==> src/rtl/riscv_pkg.sv <==
`default_nettype none
// ============================================================================
// Module : riscv_pkg
// Brief  : Shared opcode/funct3 constants, LSU state type and access helpers.
// Rev    : 1.0 - initial release
// ============================================================================
package riscv_pkg;

    localparam logic [6:0] OP_LOAD  = 7'b0000011;
    localparam logic [6:0] OP_STORE = 7'b0100011;

    localparam logic [2:0] F3_B  = 3'b000;
    localparam logic [2:0] F3_H  = 3'b001;
    localparam logic [2:0] F3_W  = 3'b010;
    localparam logic [2:0] F3_D  = 3'b011;
    localparam logic [2:0] F3_BU = 3'b100;
    localparam logic [2:0] F3_HU = 3'b101;
    localparam logic [2:0] F3_WU = 3'b110;

    typedef enum logic [1:0] {
        ST_IDLE = 2'd0,
        ST_REQ  = 2'd1,
        ST_WAIT = 2'd2,
        ST_DONE = 2'd3
    } lsu_state_t;

    function automatic logic f3_legal(input logic [2:0] f3, input logic is_st,
                                      input logic rv64);
        logic ok;
        case (f3)
            F3_B, F3_H, F3_W: ok = 1'b1;
            F3_D:             ok = rv64;
            F3_BU, F3_HU:     ok = ~is_st;
            F3_WU:            ok = ~is_st & rv64;
            default:          ok = 1'b0;
        endcase
        return ok;
    endfunction

    // Access size lives in funct3[1:0]; lo is the low three address bits.
    function automatic logic f3_misaligned(input logic [2:0] f3, input logic [2:0] lo);
        logic mis;
        case (f3[1:0])
            2'b01:   mis = lo[0];
            2'b10:   mis = (lo[1:0] != 2'b00);
            2'b11:   mis = (lo != 3'b000);
            default: mis = 1'b0;
        endcase
        return mis;
    endfunction

endpackage
`default_nettype wire

==> src/rtl/lsu_lane_align.sv <==
`default_nettype none
// ============================================================================
// Module : lsu_lane_align
// Brief  : Store lane replication/byte enables and load lane extract/extend.
// Rev    : 1.0 - initial release
// ============================================================================
module lsu_lane_align
    import riscv_pkg::*;
#(
    parameter int XLEN = 32,
    localparam int NB    = XLEN / 8,
    localparam int OFF_W = $clog2(NB)
) (
    input  logic [2:0]       funct3,
    input  logic [OFF_W-1:0] off,
    input  logic [XLEN-1:0]  store_data,
    output logic [NB-1:0]    store_be,
    output logic [XLEN-1:0]  store_wdata,
    input  logic [XLEN-1:0]  load_raw,
    output logic [XLEN-1:0]  load_data
);

    logic [XLEN-1:0] w_shift;

    always_comb begin
        w_shift     = load_raw >> {off, 3'b000};
        store_be    = '0;
        store_wdata = '0;
        load_data   = '0;

        case (funct3[1:0])
            2'b00: begin
                store_be    = NB'(1) << off;
                store_wdata = {NB{store_data[7:0]}};
            end
            2'b01: begin
                store_be    = NB'(3) << off;
                store_wdata = {(NB/2){store_data[15:0]}};
            end
            2'b10: begin
                store_be    = NB'(15) << off;
                store_wdata = {(NB/4){store_data[31:0]}};
            end
            default: begin
                store_be    = '1;
                store_wdata = store_data;
            end
        endcase

        case (funct3)
            F3_B:    load_data = XLEN'($signed(w_shift[7:0]));
            F3_H:    load_data = XLEN'($signed(w_shift[15:0]));
            F3_W:    load_data = XLEN'($signed(w_shift[31:0]));
            F3_D:    load_data = w_shift;
            F3_BU:   load_data = XLEN'(w_shift[7:0]);
            F3_HU:   load_data = XLEN'(w_shift[15:0]);
            F3_WU:   load_data = XLEN'(w_shift[31:0]);
            default: load_data = '0;
        endcase
    end

endmodule
`default_nettype wire

==> src/rtl/load_store_unit.sv <==
`default_nettype none
// ============================================================================
// Module : load_store_unit
// Brief  : Multi-cycle load/store unit with req/ready/rvalid handshake,
//          misalignment/illegal detection and bus timeout.
// Rev    : 1.0 - initial release
// ============================================================================
module load_store_unit
    import riscv_pkg::*;
#(
    parameter int XLEN           = 32,
    parameter int ADDR_W         = 32,
    parameter int TIMEOUT_CYCLES = 255
) (
    input  logic                clk,
    input  logic                rst,
    input  logic                valid_in,
    input  logic                is_load,
    input  logic                is_store,
    input  logic [2:0]          funct3,
    input  logic [XLEN-1:0]     rs1_input,
    input  logic [XLEN-1:0]     rs2_input,
    input  logic [XLEN-1:0]     imm,
    input  logic [4:0]          rd_addr,
    output logic                stall,
    output logic                op_done,
    output logic                wb_valid,
    output logic [4:0]          wb_rd,
    output logic [XLEN-1:0]     wb_data,
    output logic                exc_misaligned,
    output logic                exc_illegal,
    output logic                exc_access_fault,
    output logic [ADDR_W-1:0]   fault_addr,
    output logic                mem_req,
    output logic                mem_we,
    output logic [ADDR_W-1:0]   mem_addr,
    output logic [XLEN-1:0]     mem_wdata,
    output logic [XLEN/8-1:0]   mem_be,
    input  logic                mem_ready,
    input  logic                mem_rvalid,
    input  logic [XLEN-1:0]     mem_rdata
);

    localparam int c_NB    = XLEN / 8;
    localparam int c_OFF_W = $clog2(c_NB);
    localparam int c_CNT_W = $clog2(TIMEOUT_CYCLES + 1);
    localparam logic c_RV64 = (XLEN == 64);

    lsu_state_t          r_state;
    logic [ADDR_W-1:0]   r_ea;
    logic [c_OFF_W-1:0]  r_off;
    logic [2:0]          r_funct3;
    logic [4:0]          r_rd;
    logic                r_is_store;
    logic [c_CNT_W-1:0]  r_cnt;

    logic                w_start;
    logic                w_is_store;
    logic [XLEN-1:0]     w_sum;
    logic [ADDR_W-1:0]   w_ea;
    logic [c_OFF_W-1:0]  w_off;
    logic                w_illegal;
    logic                w_misaligned;
    logic                w_timeout;
    logic [2:0]          w_align_f3;
    logic [c_OFF_W-1:0]  w_align_off;
    logic [c_NB-1:0]     w_be;
    logic [XLEN-1:0]     w_wdata;
    logic [XLEN-1:0]     w_load_data;

    assign w_start      = (r_state == ST_IDLE) & valid_in & (is_load | is_store);
    assign w_is_store   = is_store & ~is_load;
    assign w_sum        = rs1_input + imm;
    assign w_ea         = w_sum[ADDR_W-1:0];
    assign w_off        = w_ea[c_OFF_W-1:0];
    assign w_illegal    = ~f3_legal(funct3, w_is_store, c_RV64);
    assign w_misaligned = f3_misaligned(funct3, w_ea[2:0]);
    assign w_timeout    = (r_cnt == c_CNT_W'(TIMEOUT_CYCLES - 1));
    assign stall        = w_start | (r_state == ST_REQ) | (r_state == ST_WAIT);

    // The shared aligner serves the incoming op while idle, the latched op afterwards.
    assign w_align_f3  = (r_state == ST_IDLE) ? funct3 : r_funct3;
    assign w_align_off = (r_state == ST_IDLE) ? w_off  : r_off;

    lsu_lane_align #(
        .XLEN (XLEN)
    ) u_align (
        .funct3      (w_align_f3),
        .off         (w_align_off),
        .store_data  (rs2_input),
        .store_be    (w_be),
        .store_wdata (w_wdata),
        .load_raw    (mem_rdata),
        .load_data   (w_load_data)
    );

    always_ff @(posedge clk) begin
        if (rst) begin
            r_state          <= ST_IDLE;
            r_ea             <= '0;
            r_off            <= '0;
            r_funct3         <= '0;
            r_rd             <= '0;
            r_is_store       <= 1'b0;
            r_cnt            <= '0;
            op_done          <= 1'b0;
            wb_valid         <= 1'b0;
            wb_rd            <= '0;
            wb_data          <= '0;
            exc_misaligned   <= 1'b0;
            exc_illegal      <= 1'b0;
            exc_access_fault <= 1'b0;
            fault_addr       <= '0;
            mem_req          <= 1'b0;
            mem_we           <= 1'b0;
            mem_addr         <= '0;
            mem_wdata        <= '0;
            mem_be           <= '0;
        end else begin
            // Completion outputs are single-cycle; they are re-raised only on entry to DONE.
            op_done          <= 1'b0;
            wb_valid         <= 1'b0;
            wb_rd            <= '0;
            wb_data          <= '0;
            exc_misaligned   <= 1'b0;
            exc_illegal      <= 1'b0;
            exc_access_fault <= 1'b0;
            fault_addr       <= '0;

            case (r_state)
                ST_IDLE: begin
                    if (w_start) begin
                        r_ea       <= w_ea;
                        r_off      <= w_off;
                        r_funct3   <= funct3;
                        r_rd       <= rd_addr;
                        r_is_store <= w_is_store;
                        r_cnt      <= '0;
                        if (w_illegal || w_misaligned) begin
                            r_state        <= ST_DONE;
                            op_done        <= 1'b1;
                            wb_rd          <= rd_addr;
                            exc_illegal    <= w_illegal;
                            exc_misaligned <= ~w_illegal;
                            fault_addr     <= w_ea;
                        end else begin
                            r_state   <= ST_REQ;
                            mem_req   <= 1'b1;
                            mem_we    <= w_is_store;
                            mem_addr  <= {w_ea[ADDR_W-1:c_OFF_W], c_OFF_W'(0)};
                            mem_be    <= w_be;
                            mem_wdata <= w_is_store ? w_wdata : '0;
                        end
                    end
                end

                ST_REQ: begin
                    r_cnt <= r_cnt + c_CNT_W'(1);
                    if (mem_ready || w_timeout) begin
                        mem_req   <= 1'b0;
                        mem_we    <= 1'b0;
                        mem_addr  <= '0;
                        mem_be    <= '0;
                        mem_wdata <= '0;
                    end
                    if (mem_ready) begin
                        if (r_is_store) begin
                            r_state <= ST_DONE;
                            op_done <= 1'b1;
                            wb_rd   <= r_rd;
                        end else begin
                            r_state <= ST_WAIT;
                        end
                    end else if (w_timeout) begin
                        r_state          <= ST_DONE;
                        op_done          <= 1'b1;
                        wb_rd            <= r_rd;
                        exc_access_fault <= 1'b1;
                        fault_addr       <= r_ea;
                    end
                end

                ST_WAIT: begin
                    r_cnt <= r_cnt + c_CNT_W'(1);
                    if (mem_rvalid) begin
                        r_state  <= ST_DONE;
                        op_done  <= 1'b1;
                        wb_rd    <= r_rd;
                        wb_valid <= (r_rd != 5'd0);
                        wb_data  <= (r_rd != 5'd0) ? w_load_data : '0;
                    end else if (w_timeout) begin
                        r_state          <= ST_DONE;
                        op_done          <= 1'b1;
                        wb_rd            <= r_rd;
                        exc_access_fault <= 1'b1;
                        fault_addr       <= r_ea;
                    end
                end

                default: begin
                    r_state <= ST_IDLE;
                end
            endcase
        end
    end

endmodule
`default_nettype wire

==> config.mk <==
export PLATFORM = sky130hd
export DESIGN_NAME = load_store_unit
export DESIGN_NICKNAME = d
export VERILOG_FILES = /design/src/rtl/riscv_pkg.sv /design/src/rtl/lsu_lane_align.sv /design/src/rtl/load_store_unit.sv
export SDC_FILE = /design/constraint.sdc
export NUM_CORES = 1
export LEC_CHECK = 0
export CORE_AREA = 2 2 117 233
export CTS_BUF_LIST = sky130_fd_sc_hd__clkbuf_8
export DETAILED_ROUTE_END_ITERATION = 10
export DIE_AREA = 0 0 119 235
export PLACE_DENSITY_LB_ADDON = 0.2
export SLEW_MARGIN = 20
export SYNTH_ARGS = -nofsm -noshare
export SYNTH_HDL_FRONTEND = slang
export SYNTH_SLANG_ARGS = --single-unit
==> constraint.sdc <==
create_clock -name clk -period 3.8 [get_ports clk]
set_input_delay 0.76 -clock clk [delete_from_list [all_inputs] [get_ports clk]]
set_output_delay 0.76 -clock clk [all_outputs]
set_load 0.01 [all_outputs]
# Word-level counts from Yosys, hierarchy flattened
# Cells that the tools add are included.
# word_totals
input_bits	143
word_cells	141
memories	0
output_inout_bits	145
rom_bits	0
register_bits	197
ram_bits	0
latchBits	0
# op_classes
n_reduce_logical	21
order_cmp	0
n_mux	58
n_div	0
bitwise	15
eq_ne	21
mul	0
shift	4
add_sub_neg	2
# op_table
operator	count
32-bit 2-to-1 mux	11
32-bit one-hot mux with 2 select lines	3
32-bit one-hot mux with 5 select lines	1
32-bit one-hot mux with 3 select lines	1
32-bit adder	1
32-bit by 5-bit right shift with 32-bit output	1
5-bit 2-to-1 mux	6
8-bit one-hot mux with 2 select lines	1
3-bit == test (second input constant)	5
5-bit one-hot mux with 3 select lines	1
1-bit 2-to-1 mux	14
2-bit 2-to-1 mux	6
4-bit 2-to-1 mux	3
4-bit one-hot mux with 3 select lines	1
3-bit by 2-bit == test with 1-bit output (second input constant)	3
1-bit inverter	9
3-bit OR reduction	3
8-bit by 1-bit adder with 8-bit output (second input constant)	1
2-bit == test (second input constant)	4
8-bit == test (second input constant)	1
8-bit 2-to-1 mux	1
1-bit one-hot mux with 2 select lines	4
4-bit one-hot mux with 2 select lines	1
4-bit OR reduction	2
21 further kinds	37

# Logic depth before layout (Yosys ltp)
# Gate-level depths: netlist of run 1.
# logic_depth
ltp_word	9
ltp_mapped	14
ltp_nobuf	10

# Modules after synthesis
# From an unflattened synthesis of run 1, not the netlist that was laid out.
# hier_totals
hier_cells	1127
area_unflattened_um2	9878.2
# by_module_without_submodules
module	area_per_inst_um2	cells_per_inst	seq_area_each_um2	instances
load_store_unit	8444.3	951	3863.7	1
lsu_lane_align	1433.9	176	0.0	1

# Worst setup path after synthesis of run 1
# Ideal clock, no wire load.
# synth_path
path_kind	input to register
start	in rs1_input[0]
end	reg wb_data[16]
slack_ps	643
arrival_ps	3024
path_buffers	1
t_required_ps	3668
setup_ps	132
cell_stages	11
path_cell_list	ha_1 > fa_1 > mux2_4 > mux2_1 > nor2_1 > a21oi_1 > nand3_1 > clkinv_1 > a31oi_2 > buf_4 > a21oi_1
# synth_between
elab_chain_cells	4
# synth_rtl
element	line_no	source
from (decl)	load_store_unit.sv:21	input logic [XLEN-1:0] rs1_input,
32-bit adder	load_store_unit.sv:73	assign w_sum = rs1_input + imm;
via w_ea[1]	load_store_unit.sv:60	logic [ADDR_W-1:0] w_ea;
2-bit 2-to-1 mux	load_store_unit.sv:83	assign w_align_off = (r_state == ST_IDLE) ? w_off : r_off;
32-bit by 5-bit right shift with 32-bit output	lsu_lane_align.sv:26	w_shift = load_raw >> {off, 3'b000};
32-bit one-hot mux with 5 select lines	lsu_lane_align.sv:50	case (funct3)
to (signal assigned)	load_store_unit.sv:190	wb_data <= (r_rd != 5'd0) ? w_load_data : '0;
to (decl)	load_store_unit.sv:29	output logic [XLEN-1:0] wb_data,
# The timed path passes the listed nets, and every way through them passes these cells.
# A chain may end at the register's enable or synchronous reset.

# Worst setup path after layout of run 1
# layout_path
start	in rs1_input[1]
end	reg fault_addr[17]
# layout_between
elab_chain_cells	7
word_cells_on_any_way	8
cone_classes	add/sub: 1; mux: 4; reduce/logical: 3
# layout_rtl
element	line_no	source
32-bit adder (*)	load_store_unit.sv:73	
3-bit nonzero test / 2-bit nonzero test (equally long branches)	riscv_pkg.sv:46, riscv_pkg.sv:45	
1-bit one-hot mux with 3 select lines	riscv_pkg.sv:43	case (f3[1:0])
1-bit logical OR	load_store_unit.sv:139	if (w_illegal || w_misaligned) begin
32-bit 2-to-1 mux (*)	load_store_unit.sv:139	
32-bit 2-to-1 mux (*)	load_store_unit.sv:132	if (w_start) begin
32-bit one-hot mux with 3 select lines (*)	load_store_unit.sv:130	case (r_state)
to (signal assigned)	load_store_unit.sv:145	fault_addr <= w_ea;
to (signal assigned)	load_store_unit.sv:179	fault_addr <= r_ea;
to (signal assigned)	load_store_unit.sv:196	fault_addr <= r_ea;
to (decl)	load_store_unit.sv:33	output logic [ADDR_W-1:0] fault_addr,
# Mark *: on every way between the ends. The rest lies on a longest branch, timed or not.

==> results of run 1 <==
==> logic make-up after synthesis <==
kind of cell	synth area share [%]
buffers and inverters	4.22
muxes	3.02
AOI/OAI and AO/OA	24.3
xor gates and xnor gates	3.00
DFF	41.4
other	0.0402
adders and majority gates	5.71
and+or+nand+nor	18.3
==> flip-flops by register name, summed over array words and instances, names as in the netlist <==
name,flops
r_state,2
wb_rd,5
wb_data,32
wb_valid,1
exc_access_fault,1
mem_addr,30
r_funct3,3
r_rd,5
exc_misaligned,1
op_done,1
exc_illegal,1
mem_we,1
r_cnt,8
fault_addr,32
r_is_store,1
mem_wdata,32
mem_req,1
r_ea,32
mem_be,4
==> routing by layer <==
| metal | wire [µm] | GRT usage (%) | vias up |
|---|---|---|---|
| li1 | - | - | 4562 |
| met1 | 11800 | 23.4 | 4376 |
| met2 | 19200 | 47.2 | 338 |
| met3 | 1600 | 4.56 | 74 |
| met4 | 1770 | 13.7 | 0 |
| met5 | 0 | 0 | - |
==> cell usage in the layout (no fill, tap or decap), types with 17 or more instances in the layout <==
master           Yosys  final
clkdlybuf4s50_1      0    284
dfxtp_1            193    193
nand2_1            173    173
a21oi_1            144    144
nor2_1             136    136
o21ai_0             53     53
ha_1                41     41
buf_4                3     41
a22oi_1             36     36
a22o_1              28     28
nand3_1             26     26
xnor2_1             20     20
inv_1               19     19
clkbuf_8             0     17
==> worst max path at each step <==
stage	start	end	slack (ps)	depth (start not counted)
2_1_floorplan	rs1_input[0]	wb_data[16]$_SDFF_PP0_	640	11
3_3_place_gp	rs1_input[0]	r_ea[28]$_SDFFE_PP0P_	90	12
3_5_place_dp	imm[0]	r_ea[28]$_SDFFE_PP0P_	50	12
4_1_cts	rs1_input[0]	r_ea[28]$_SDFFE_PP0P_	600	12
5_1_grt	rs1_input[0]	fault_addr[26]$_SDFF_PP0_	350	11
6_report	rs1_input[1]	fault_addr[17]$_SDFF_PP0_	460	11
==> per-stage QoR <==
step                hold WS, ps  util, %
floorplan                   425        -
global placement            431     48.4
detailed placement          443     48.4
CTS                         457     49.9
global route                470     49.9
finish                      456     49.9
==> final cells by class <==
cell class	count	area, µm²
Sequential cell	193	3860
Timing Repair Buffer	328	3210
Clock inverter	14	143
Tap cell	344	430
Clock buffer	17	234
Inverter	20	75.1
Multi-Input combinational cell	853	5100
Fill cell	2538	13100
Antenna cell	2	5.00
==> power groups by stage <==
stage	clock, mW	sequential [mW]	combinational, mW
after floorplan	0	2.41	1.66
after global placement	0	2.38	2.80
after detailed placement	0	2.38	2.82
after CTS	1.41	2.34	2.83
after global routing	1.47	2.36	3.08
final	1.36	2.34	2.82
==> worst max-delay path, stage by stage <==
cell,delay (ps)
clkdlybuf4s50_1,450
ha_1,330
a211oi_1,260
o21a_1,300
a211oi_1,160
nor2_1,190
o21ai_1,120
a2111oi_0,630
buf_4,220
nor3_1,70
a22o_1,230
==> impl_metrics.toml, run 1 <==
[global_routing]
antenna_found_initial = 2
grt_pass1_wl_mm = 52.1
grt-ovfl-total = 0
grt_pass1_vias = 9395
grt_max_degree = 54
grtUsageTotal_pct = 24.3

[synth]
netlist_instances = 1136
yosys_register_bits = 193
synth.top_cell.area_share_pct = 41.4
netlist_top_cells_area = "dfxtp_1, a21oi_1, nand2_1"
ys_warn_count = 0
yosys.area.top_type = "dfxtp_1"
yosysMostFrequentCell = "dfxtp_1"
synthFlopType = "dfxtp_1"
synth_area_um2 = 9330
syn_avg_cell_area_um2 = 8.22
yosysSeqAreaShare_pct = 41.4
async_reset_ff_share_pct = 0
synth_common_cells = "dfxtp_1, nand2_1, a21oi_1, nor2_1, o21ai_0"
synth_cell_types = 76
synth_edf_count = 0

[pwr]
power.share.clock_pct = 20.8
leakage_nw = 4.90
switchingPower_mw = 2.58
power_density_nw_per_um2 = 499
power_mw = 6.51
power.internal_mw = 3.94
vdd_drop_max_uv = 227
pwr-share-comb_pct = 43.3
power_frac_seq_pct = 35.9
switching_share_pct = 39.6

[detailed_routing]
via_per_inst = 5.28
drcViolationCount = 0
drt_iter0_drc = 516
drtAntennaViolNets = 0
firstDrtPassIters = 5
via_count = 9350
wl_mm = 34.4
wl_per_cell_um = 19.4

[timing]
tightest_slew_ps = 783
skew_ps = 12.4
setup_viol = 0
max_freq_ghz = 0.300
fin_crit_ps = 3340
setup_slack_ps = 462
hold_violations = 0
rsz0062_at_grt = "false"
slew_headroom_pct = 47.6
tns_ps = 0
slew_violations = 0
period_share_pct = 87.8

[worst_setup_path]
crit_arrival_ps = 3730
ff2ff_path_depth = 10
critical_path_required_ps = 4200
r2r_end = "wb_data[4]$_SDFF_PP0_"
critPathKind = "in -> reg"
worstReg2RegStart = "r_state[0]$_SDFFE_PP0P_"
cp-end-kind = "register"
rrSetupSlack_ps = 880
start_kind = "input port"
critPathMaxFanout = 4

[final_layout]
drive_gt1_share_pct = 7.51
syn2layout_area_growth_pct = 39.9
fin_cells = 1771
fin_area_um2 = 13100
finalNetCount = 1598

[clock_tree]
htreeDepth = 4
numCtsBuffers = 17
clockBufferDepth = 2
clk_latency_ps = 500
cts-root-buf = "clkbuf_8"
postCtsSetupBuffers = 0
cts_resized = 0
cts_tree = "done"
holdBufCountCts = 0
cts_sinks = 193
clk_pin_slew_ps = 100

[place]
place_ws_ps = 45.5
placedInstanceArea_um2 = 12700
portBuffers = 285
dp_hpwl_mm = 26.0
place.gp.congestion = 0.899
place_inst = 1738

[floorplanning]
core_area_um2 = 26200
rows = 84
ioPinCount = 288
start_util_pct = 35.7
die_w_um = 119
dieHeight_um = 235
die_area_um2 = 28000

[flow_run]
drv_cap = 0

[hold_path]
worstHoldEndpoint = "mem_wdata[14]$_SDFFE_PP0P_"
holdCritStartpoint = "mem_wdata[14]$_SDFFE_PP0P_"
hold_depth = 2
hold_path.class = "reg -> reg"

[status]
outcome = "completed"
Power figures use the tool's default switching activity.
==> inputs of run 2 (changes only) <==
SKIP_LAST_GASP = 1   (was default)
==> results of run 2 <==
No change in the layout: final DEF, timing and power equal those of run 1.
==> inputs of run 3 (changes only) <==
CAP_MARGIN = 10   (was default)
==> results of run 3 <==
No change in the layout: final DEF, timing and power equal those of run 1.
